<file path="config.mk">
export PLATFORM = sky130hd
export DESIGN_NAME = circle_seq_gen
export DESIGN_NICKNAME = d
export VERILOG_FILES = /design/src/rtl/circle_seq_gen.sv
export SDC_FILE = /design/constraint.sdc
export NUM_CORES = 2
export LEC_CHECK = 0
export BUFFER_PORTS_ARGS = -buffer_cell sky130_fd_sc_hd__buf_2
export CORE_MARGIN = 2
export CORE_UTILIZATION = 55
export CTS_CLUSTER_SIZE = 10
export DETAILED_ROUTE_END_ITERATION = 10
export PLACE_DENSITY_LB_ADDON = 0.08
export REMOVE_ABC_BUFFERS = 1
export SETUP_SLACK_MARGIN = 0.02
export SLEW_MARGIN = 20
export SYNTH_ARGS = -nofsm -noshare
export SYNTH_HDL_FRONTEND = slang
export SYNTH_SLANG_ARGS = --single-unit
export TNS_END_PERCENT = 30
</file>
<file path="constraint.sdc">
create_clock -name clk -period 71.6 [get_ports clk]
set_input_delay 10.74 -clock clk [delete_from_list [all_inputs] [get_ports clk]]
set_output_delay 10.74 -clock clk [all_outputs]
set_load 0.01 [all_outputs]
</file>
<file path="src/rtl/circle_seq_gen.sv">
// circle_seq_gen: emits points on the unit circle at angle 2*pi*vdc_b(k), where
// vdc_b is the base-b van der Corput radical inverse of index k.
// Radical inverse is formed exactly as a fraction R/D. A restoring divider turns
// it into a PHASE_W-bit phase in turns, and a rotation-mode CORDIC produces
// cos/sin in signed Q(WIDTH-FRAC).FRAC.
//
// Ports:
//   clk, rst_n          clock, asynchronous active-low reset
//   start, k_in         request and first index (sampled only while ready=1)
//   base_sel            00=2, 01=3, 10=7, 11=5
//   stream, count_in    stream mode emits count_in points (0 counts as 1)
//   abort               synchronous cancel of an active request
//   out_ready           consumer accepts the current result
//   ready               idle, start will be accepted
//   out_valid           result_x/result_y hold a point
//   result_x, result_y  cos / sin of the point
//   done                one-cycle pulse after the final point's handshake
//
// state  | meaning
// IDLE   | waiting for start, ready=1
// LOAD   | R=0, D=1, working k = current index
// DIGIT  | one base-b digit per cycle into R/D, until k=0
// DIV    | PHASE_W restoring-division steps, phase = floor(R*2^PHASE_W/D)
// ROT    | one quadrant-map cycle, then ITERS CORDIC iterations
// OUT    | result held until out_valid & out_ready

module circle_seq_gen #(
    parameter int WIDTH   = 32,
    parameter int FRAC    = 16,
    parameter int K_WIDTH = 32,
    parameter int ITERS   = 16
) (
    input  logic               clk,
    input  logic               rst_n,
    input  logic               start,
    input  logic [K_WIDTH-1:0] k_in,
    input  logic [1:0]         base_sel,
    input  logic               stream,
    input  logic [15:0]        count_in,
    input  logic               abort,
    input  logic               out_ready,
    output logic               ready,
    output logic               out_valid,
    output logic [WIDTH-1:0]   result_x,
    output logic [WIDTH-1:0]   result_y,
    output logic               done
);

    localparam int PHASE_W = FRAC + 4;
    localparam int RD_W    = K_WIDTH + 3;
    // Guard bits below the output LSB keep CORDIC truncation error negligible.
    localparam int G       = 4;
    localparam int IW      = WIDTH + G;
    // Angle accumulator in units of 2^-32 turn; assumes PHASE_W <= 32.
    localparam int ZW      = 32;
    localparam int CNT_MAX = (PHASE_W > ITERS) ? PHASE_W : ITERS;
    localparam int CNT_W   = $clog2(CNT_MAX + 1);

    // 1/K (CORDIC gain inverse) = 0.6072529350... in Q0.32, rounded to Q.(FRAC+G).
    localparam logic [63:0]          K_INV_Q32 = 64'd2608131496;
    localparam int                   X0_SH     = 32 - FRAC - G;
    localparam logic [63:0]          X0_WIDE   = (K_INV_Q32 + (64'd1 << (X0_SH - 1))) >> X0_SH;
    localparam logic signed [IW-1:0] X0        = IW'(X0_WIDE);
    localparam logic signed [IW-1:0] RND       = IW'(1 << (G - 1));

    localparam logic [2:0] S_IDLE  = 3'd0;
    localparam logic [2:0] S_LOAD  = 3'd1;
    localparam logic [2:0] S_DIGIT = 3'd2;
    localparam logic [2:0] S_DIV   = 3'd3;
    localparam logic [2:0] S_ROT   = 3'd4;
    localparam logic [2:0] S_OUT   = 3'd5;

    logic [2:0]                 state;
    logic [1:0]                 base_q;
    logic [K_WIDTH-1:0]         index_q;
    logic [15:0]                count_q;
    logic [K_WIDTH-1:0]         k_work;
    logic [RD_W-1:0]            r_acc;
    logic [RD_W-1:0]            d_acc;
    logic [PHASE_W-1:0]         phase;
    logic [CNT_W-1:0]           cnt;
    logic signed [IW-1:0]       x_q;
    logic signed [IW-1:0]       y_q;
    logic signed [ZW-1:0]       z_q;

    // atan(2^-i) in units of 2^-32 turn.
    function automatic logic signed [ZW-1:0] atan_lut(input int i);
        case (i)
            0:  atan_lut = 32'h20000000;
            1:  atan_lut = 32'h12E4051E;
            2:  atan_lut = 32'h09FB385B;
            3:  atan_lut = 32'h051111D4;
            4:  atan_lut = 32'h028B0D43;
            5:  atan_lut = 32'h0145D7E1;
            6:  atan_lut = 32'h00A2F61E;
            7:  atan_lut = 32'h00517C55;
            8:  atan_lut = 32'h0028BE53;
            9:  atan_lut = 32'h00145F2F;
            10: atan_lut = 32'h000A2F98;
            11: atan_lut = 32'h000517CC;
            12: atan_lut = 32'h00028BE6;
            13: atan_lut = 32'h000145F3;
            14: atan_lut = 32'h0000A2FA;
            15: atan_lut = 32'h0000517D;
            16: atan_lut = 32'h000028BE;
            17: atan_lut = 32'h0000145F;
            18: atan_lut = 32'h00000A30;
            19: atan_lut = 32'h00000518;
            20: atan_lut = 32'h0000028C;
            21: atan_lut = 32'h00000146;
            22: atan_lut = 32'h000000A3;
            23: atan_lut = 32'h00000051;
            24: atan_lut = 32'h00000029;
            25: atan_lut = 32'h00000014;
            26: atan_lut = 32'h0000000A;
            27: atan_lut = 32'h00000005;
            28: atan_lut = 32'h00000003;
            29: atan_lut = 32'h00000001;
            30: atan_lut = 32'h00000001;
            default: atan_lut = 32'h00000000;
        endcase
    endfunction

    // Digit extraction: constant divisors per base.
    logic [K_WIDTH-1:0] base_k;
    logic [K_WIDTH-1:0] k_div;
    logic [K_WIDTH-1:0] k_mod;
    logic [RD_W-1:0]    base_rd;
    logic [RD_W-1:0]    r_next;
    logic [RD_W-1:0]    d_next;

    always_comb begin
        base_k = K_WIDTH'(2);
        k_div  = k_work >> 1;
        case (base_q)
            2'b01: begin base_k = K_WIDTH'(3); k_div = k_work / K_WIDTH'(3); end
            2'b10: begin base_k = K_WIDTH'(7); k_div = k_work / K_WIDTH'(7); end
            2'b11: begin base_k = K_WIDTH'(5); k_div = k_work / K_WIDTH'(5); end
            default: begin base_k = K_WIDTH'(2); k_div = k_work >> 1; end
        endcase
        k_mod   = k_work - k_div * base_k;
        base_rd = RD_W'(base_k);
        r_next  = r_acc * base_rd + RD_W'(k_mod);
        d_next  = d_acc * base_rd;
    end

    // One restoring-division step; r_acc doubles as the partial remainder.
    logic [RD_W:0]   rem2;
    logic            q_bit;
    logic [RD_W-1:0] rem_next;

    always_comb begin
        rem2     = {r_acc, 1'b0};
        q_bit    = (rem2 >= {1'b0, d_acc});
        rem_next = q_bit ? RD_W'(rem2 - {1'b0, d_acc}) : rem2[RD_W-1:0];
    end

    // One CORDIC rotation step; iteration index counts up as cnt counts down.
    logic [CNT_W-1:0]     rot_idx;
    logic signed [IW-1:0] x_sh;
    logic signed [IW-1:0] y_sh;
    logic signed [ZW-1:0] atan_i;
    logic signed [IW-1:0] x_n;
    logic signed [IW-1:0] y_n;
    logic signed [ZW-1:0] z_n;
    logic signed [IW-1:0] x_fin;
    logic signed [IW-1:0] y_fin;

    always_comb begin
        rot_idx = CNT_W'(ITERS - 1) - cnt;
        x_sh    = x_q >>> rot_idx;
        y_sh    = y_q >>> rot_idx;
        atan_i  = atan_lut(int'(rot_idx));
        if (z_q[ZW-1]) begin
            x_n = x_q + y_sh;
            y_n = y_q - x_sh;
            z_n = z_q + atan_i;
        end else begin
            x_n = x_q - y_sh;
            y_n = y_q + x_sh;
            z_n = z_q - atan_i;
        end
        x_fin = x_n + RND;
        y_fin = y_n + RND;
    end

    assign ready = (state == S_IDLE);

    always_ff @(posedge clk or negedge rst_n) begin
        if (!rst_n) begin
            state     <= S_IDLE;
            base_q    <= '0;
            index_q   <= '0;
            count_q   <= '0;
            k_work    <= '0;
            r_acc     <= '0;
            d_acc     <= '0;
            phase     <= '0;
            cnt       <= '0;
            x_q       <= '0;
            y_q       <= '0;
            z_q       <= '0;
            result_x  <= '0;
            result_y  <= '0;
            out_valid <= 1'b0;
            done      <= 1'b0;
        end else begin
            done <= 1'b0;
            if (abort && state != S_IDLE) begin
                state     <= S_IDLE;
                out_valid <= 1'b0;
                cnt       <= '0;
            end else begin
                case (state)
                    S_IDLE: begin
                        if (start) begin
                            index_q <= k_in;
                            base_q  <= base_sel;
                            count_q <= (!stream || count_in == 16'd0) ? 16'd1 : count_in;
                            state   <= S_LOAD;
                        end
                    end
                    S_LOAD: begin
                        r_acc  <= '0;
                        d_acc  <= RD_W'(1);
                        k_work <= index_q;
                        state  <= S_DIGIT;
                    end
                    S_DIGIT: begin
                        // Index 0 leaves R=0, D=1 and exits after one cycle.
                        if (k_work != '0) begin
                            r_acc  <= r_next;
                            d_acc  <= d_next;
                            k_work <= k_div;
                        end
                        if (k_div == '0) begin
                            cnt   <= CNT_W'(PHASE_W - 1);
                            state <= S_DIV;
                        end
                    end
                    S_DIV: begin
                        r_acc <= rem_next;
                        phase <= {phase[PHASE_W-2:0], q_bit};
                        if (cnt == '0) begin
                            cnt   <= CNT_W'(ITERS);
                            state <= S_ROT;
                        end else begin
                            cnt <= cnt - 1'b1;
                        end
                    end
                    S_ROT: begin
                        if (cnt == CNT_W'(ITERS)) begin
                            // Pre-rotate the start vector by whole quadrants; the
                            // CORDIC only has to cover the residual [0, 90) degrees.
                            case (phase[PHASE_W-1:PHASE_W-2])
                                2'd0:    begin x_q <= X0;  y_q <= '0;  end
                                2'd1:    begin x_q <= '0;  y_q <= X0;  end
                                2'd2:    begin x_q <= -X0; y_q <= '0;  end
                                default: begin x_q <= '0;  y_q <= -X0; end
                            endcase
                            z_q <= ZW'(phase[PHASE_W-3:0]) << (ZW - PHASE_W);
                            cnt <= cnt - 1'b1;
                        end else begin
                            x_q <= x_n;
                            y_q <= y_n;
                            z_q <= z_n;
                            if (cnt == '0) begin
                                result_x  <= WIDTH'(x_fin >>> G);
                                result_y  <= WIDTH'(y_fin >>> G);
                                out_valid <= 1'b1;
                                state     <= S_OUT;
                            end else begin
                                cnt <= cnt - 1'b1;
                            end
                        end
                    end
                    S_OUT: begin
                        if (out_ready) begin
                            out_valid <= 1'b0;
                            if (count_q > 16'd1) begin
                                index_q <= index_q + 1'b1;
                                count_q <= count_q - 1'b1;
                                state   <= S_LOAD;
                            end else begin
                                done  <= 1'b1;
                                state <= S_IDLE;
                            end
                        end
                    end
                    default: state <= S_IDLE;
                endcase
            end
        end
    end

endmodule

</file>
==> impl_metrics.csv <==
group,metric,value,unit
status,status,"completed",
critical_path,crit_end,"r_acc[34]$_DFFE_PN0P_",
floorplan,dieArea,0.0997,sq mm
floorplan,die_h,316,um
cts,postCtsHoldBufs,0,
critical_path,cp_num_buf_inv,25,
timing,period_needed,67.23,ns
place,dp_hpwl,131000,um
cells_and_area,synthToLayoutAreaGrowth,7.82,%
detailed_routing,drt-pass1-iter-count,7,
global_route,antenna_found_initial,6,
detailed_routing,drt-total-wl,173000,um
critical_path,crit_required,72.06,ns
cts,root_buffer,"clkbuf_16",
cts,clk_pin_slew,0.06,ns
critical_path,path_delay_family,"compound AO/OA/AOI/OAI gates",
timing,tightest_slew,1.10,ns
logic_synthesis,synth_edf_count,0,
cells_and_area,nFillCells,9155,
critical_path,critPathKind,"flip-flop to flip-flop",
detailed_routing,drt_iter0_drc,4861,
logic_synthesis,syn_area,0.0534,sq mm
logic_synthesis,synth_area_leader_cell,"dfrtp_1",
hold_path,hold_start,"result_x[21]$_DFFE_PN0P_",
critical_path,cp-end-kind,"flip-flop",
logic_synthesis,synth_flop_cell,"dfrtp_1",
critical_path,r2r-start,"base_q[1]$_DFFE_PN0P_",
critical_path,crit_fanout,12,
flow_run,max_cap_viol_count,0,
logic_synthesis,synth_area_leaders,"dfrtp_1, ha_1, nand2_1, xnor2_1, fa_1",
global_route,grt_max_degree,128,
floorplan,fp.coreArea,0.0966,sq mm
cells_and_area,multi_input_area,0.0424,sq mm
global_route,overflow,0,
timing,fmax,14.9,MHz
timing,finalMaxSlewViolations,0,
critical_path,cp-start-kind,"flip-flop",
logic_synthesis,synth.distinct_cells,140,
logic_synthesis,ys_ff_latch,350,
cts,cts_max_level,2,
floorplan,placementRows,114,
global_route,grt_pass1_vias,51000,
global_route,grt_usage,0.339,
timing,max_slew_margin,0.263,
detailed_routing,vias,53500,
cells_and_area,postLayoutCoreUtil,0.597,
detailed_routing,vias_per_cell,6.38,
cells_and_area,drive_gt1_frac,0.103,
detailed_routing,antenna_left,0,
logic_synthesis,synthCells,7093,
cts,cts_inserted_buffers,46,
critical_path,cp_common_cell,"ha_1",
cells_and_area,antenna_cells,0,
logic_synthesis,yosys-top-cells-count,"nand2_1, a21oi_1, nor2_1",
cells_and_area,regArea,0.00878,sq mm
timing,finalHoldViolations,0,
logic_synthesis,postSynthAreaPerCell,7.53,sq um
hold_path,min_path_type,"flip-flop to flip-flop",
logic_synthesis,ys_seq_area_frac,0.164,
cts,clock-sinks,350,
timing,setup-violations-final,0,
critical_path,rr_endpoint,"r_acc[34]$_DFFE_PN0P_",
place,gp_congestion,0.990,
critical_path,cp.depth,316,
critical_path,arrival,67.68,ns
timing,fin_skew,0.0211,ns
logic_synthesis,yosysMostFrequentCell,"nand2_1",
floorplan,start_util,0.553,
cts,cts_buffer_depth,3,
critical_path,r2r_slack,4.37,ns
critical_path,cp_slowest_cell,"or4_4",
detailed_routing,drc,0,
logic_synthesis,synth_top_cell_area_share,0.164,
critical_path,crit_path_start,"base_q[1]$_DFFE_PN0P_",
floorplan,die_w,316,um
detailed_routing,routedWlPerCell,20.6,um
cells_and_area,num-nets-final,7604,
timing,fin_crit_sh,0.939,
place,port_buffers,122,
logic_synthesis,yosys_warnings,0,
critical_path,crit_path_max_incr_delay,0.59,ns
timing,setup-tns-final,0,ns
floorplan,ios,123,
logic_synthesis,synthArstFlopShare,1.00,
cts,tritoncts,"built",
cts,clk_latency,0.61,ns
global_route,grt_pass1_wl,277000,um
critical_path,reg2reg_depth,316,
-- state kept, by name, indices dropped and copies added, names as in the netlist --
name and cells:
base_q 2, cnt 5, count_q 16, d_acc 35
done 1, index_q 32, k_work 32, out_valid 1
phase 20, r_acc 35, result_x 32, result_y 32
state 3, x_q 36, y_q 36, z_q 32
-- per-stage QoR --
stage          hold slack (ns)  std cells  worst slack (ns)  instance area (sq um)
2_1_floorplan            0.450       6725             -4.61                  51900
3_3_place_gp             0.459       8254             0.281                  55200
3_5_place_dp             0.466       8254             -2.26                  55200
4_1_cts                  0.478       8338             0.105                  56900
5_1_grt                  0.495       8379            -0.439                  57600
6_report                 0.471       8379              4.37                  57600
-- area by class of cell --
class	instances	share of cell area
clock inverter	11	0.00269
timing repair buffer	300	0.0342
clock buffer	67	0.0227
multi-input combinational	5988	0.735
sequential	350	0.152
tap	1276	0.0277
inverter	387	0.0252
-- repair_timing --
item	in CTS	in global routing
setup endpoints to repair	15	33
pin swaps	4	25
setup buffers	6	41
gates resized for setup	18	96
gates cloned	0	0
-- cell families (layout without fill, tap and decap cells) --
family                     count (synthesis)  count (layout)  share of synthesized area
xor gates and xnor gates                 614             614                      0.101
adders and majority gates                477             477                      0.134
buffers and inverters                    755             765                     0.0556
muxes                                    179             179                     0.0434
and+or+nand+nor                         2497            2497                      0.229
DFF                                      350             350                      0.164
AOI/OAI and AO/OA                       2221            2221                      0.274
-- cell usage in the layout, fill, tap and decap left out, types with 177 or more instances in the layout --
cell type    n
a21o_1     180
a21oi_1    583
buf_4      177
dfrtp_1    342
ha_1       314
inv_1      379
nand2_1    946
nor2_1     509
o21ai_0    438
xnor2_1    388
xor2_1     218
-- how the worst min path moves through the flow --
stage / end / slack, ns / depth (start not counted)
2_1_floorplan: y_q[0]$_DFFE_PN0P_ / 0.45 / 2
3_3_place_gp: result_x[21]$_DFFE_PN0P_ / 0.46 / 2
3_5_place_dp: result_x[25]$_DFFE_PN0P_ / 0.47 / 2
4_1_cts: result_x[25]$_DFFE_PN0P_ / 0.48 / 2
5_1_grt: result_x[30]$_DFFE_PN0P_ / 0.50 / 2
6_report: result_x[21]$_DFFE_PN0P_ / 0.47 / 2
-- worst reg2reg max path, delay by kind of cell (launching register included) --
family | cells | cell delay, ns
DFF | 1 | 0.55
muxes | 7 | 1.86
and+or+nand+nor | 109 | 22.52
xor gates and xnor gates | 20 | 3.55
adders and majority gates | 37 | 12.06
AOI/OAI and AO/OA | 118 | 23.54
buffers and inverters | 25 | 3.02
-- routing by layer --
metal / global-route usage / part of all wire / vias up / routed length, um
li1: - / - / 25500 / -
met1: 0.474 / 0.45 / 25800 / 77400
met2: 0.550 / 0.46 / 1868 / 79000
met3: 0.0396 / 0.063 / 331 / 10900
met4: 0.0996 / 0.030 / 10 / 5190
met5: 0 / 0.00034 / - / 58
Power is not shown: default switching activity piles up to over one toggle a cycle in this logic, so the estimate is an artifact.
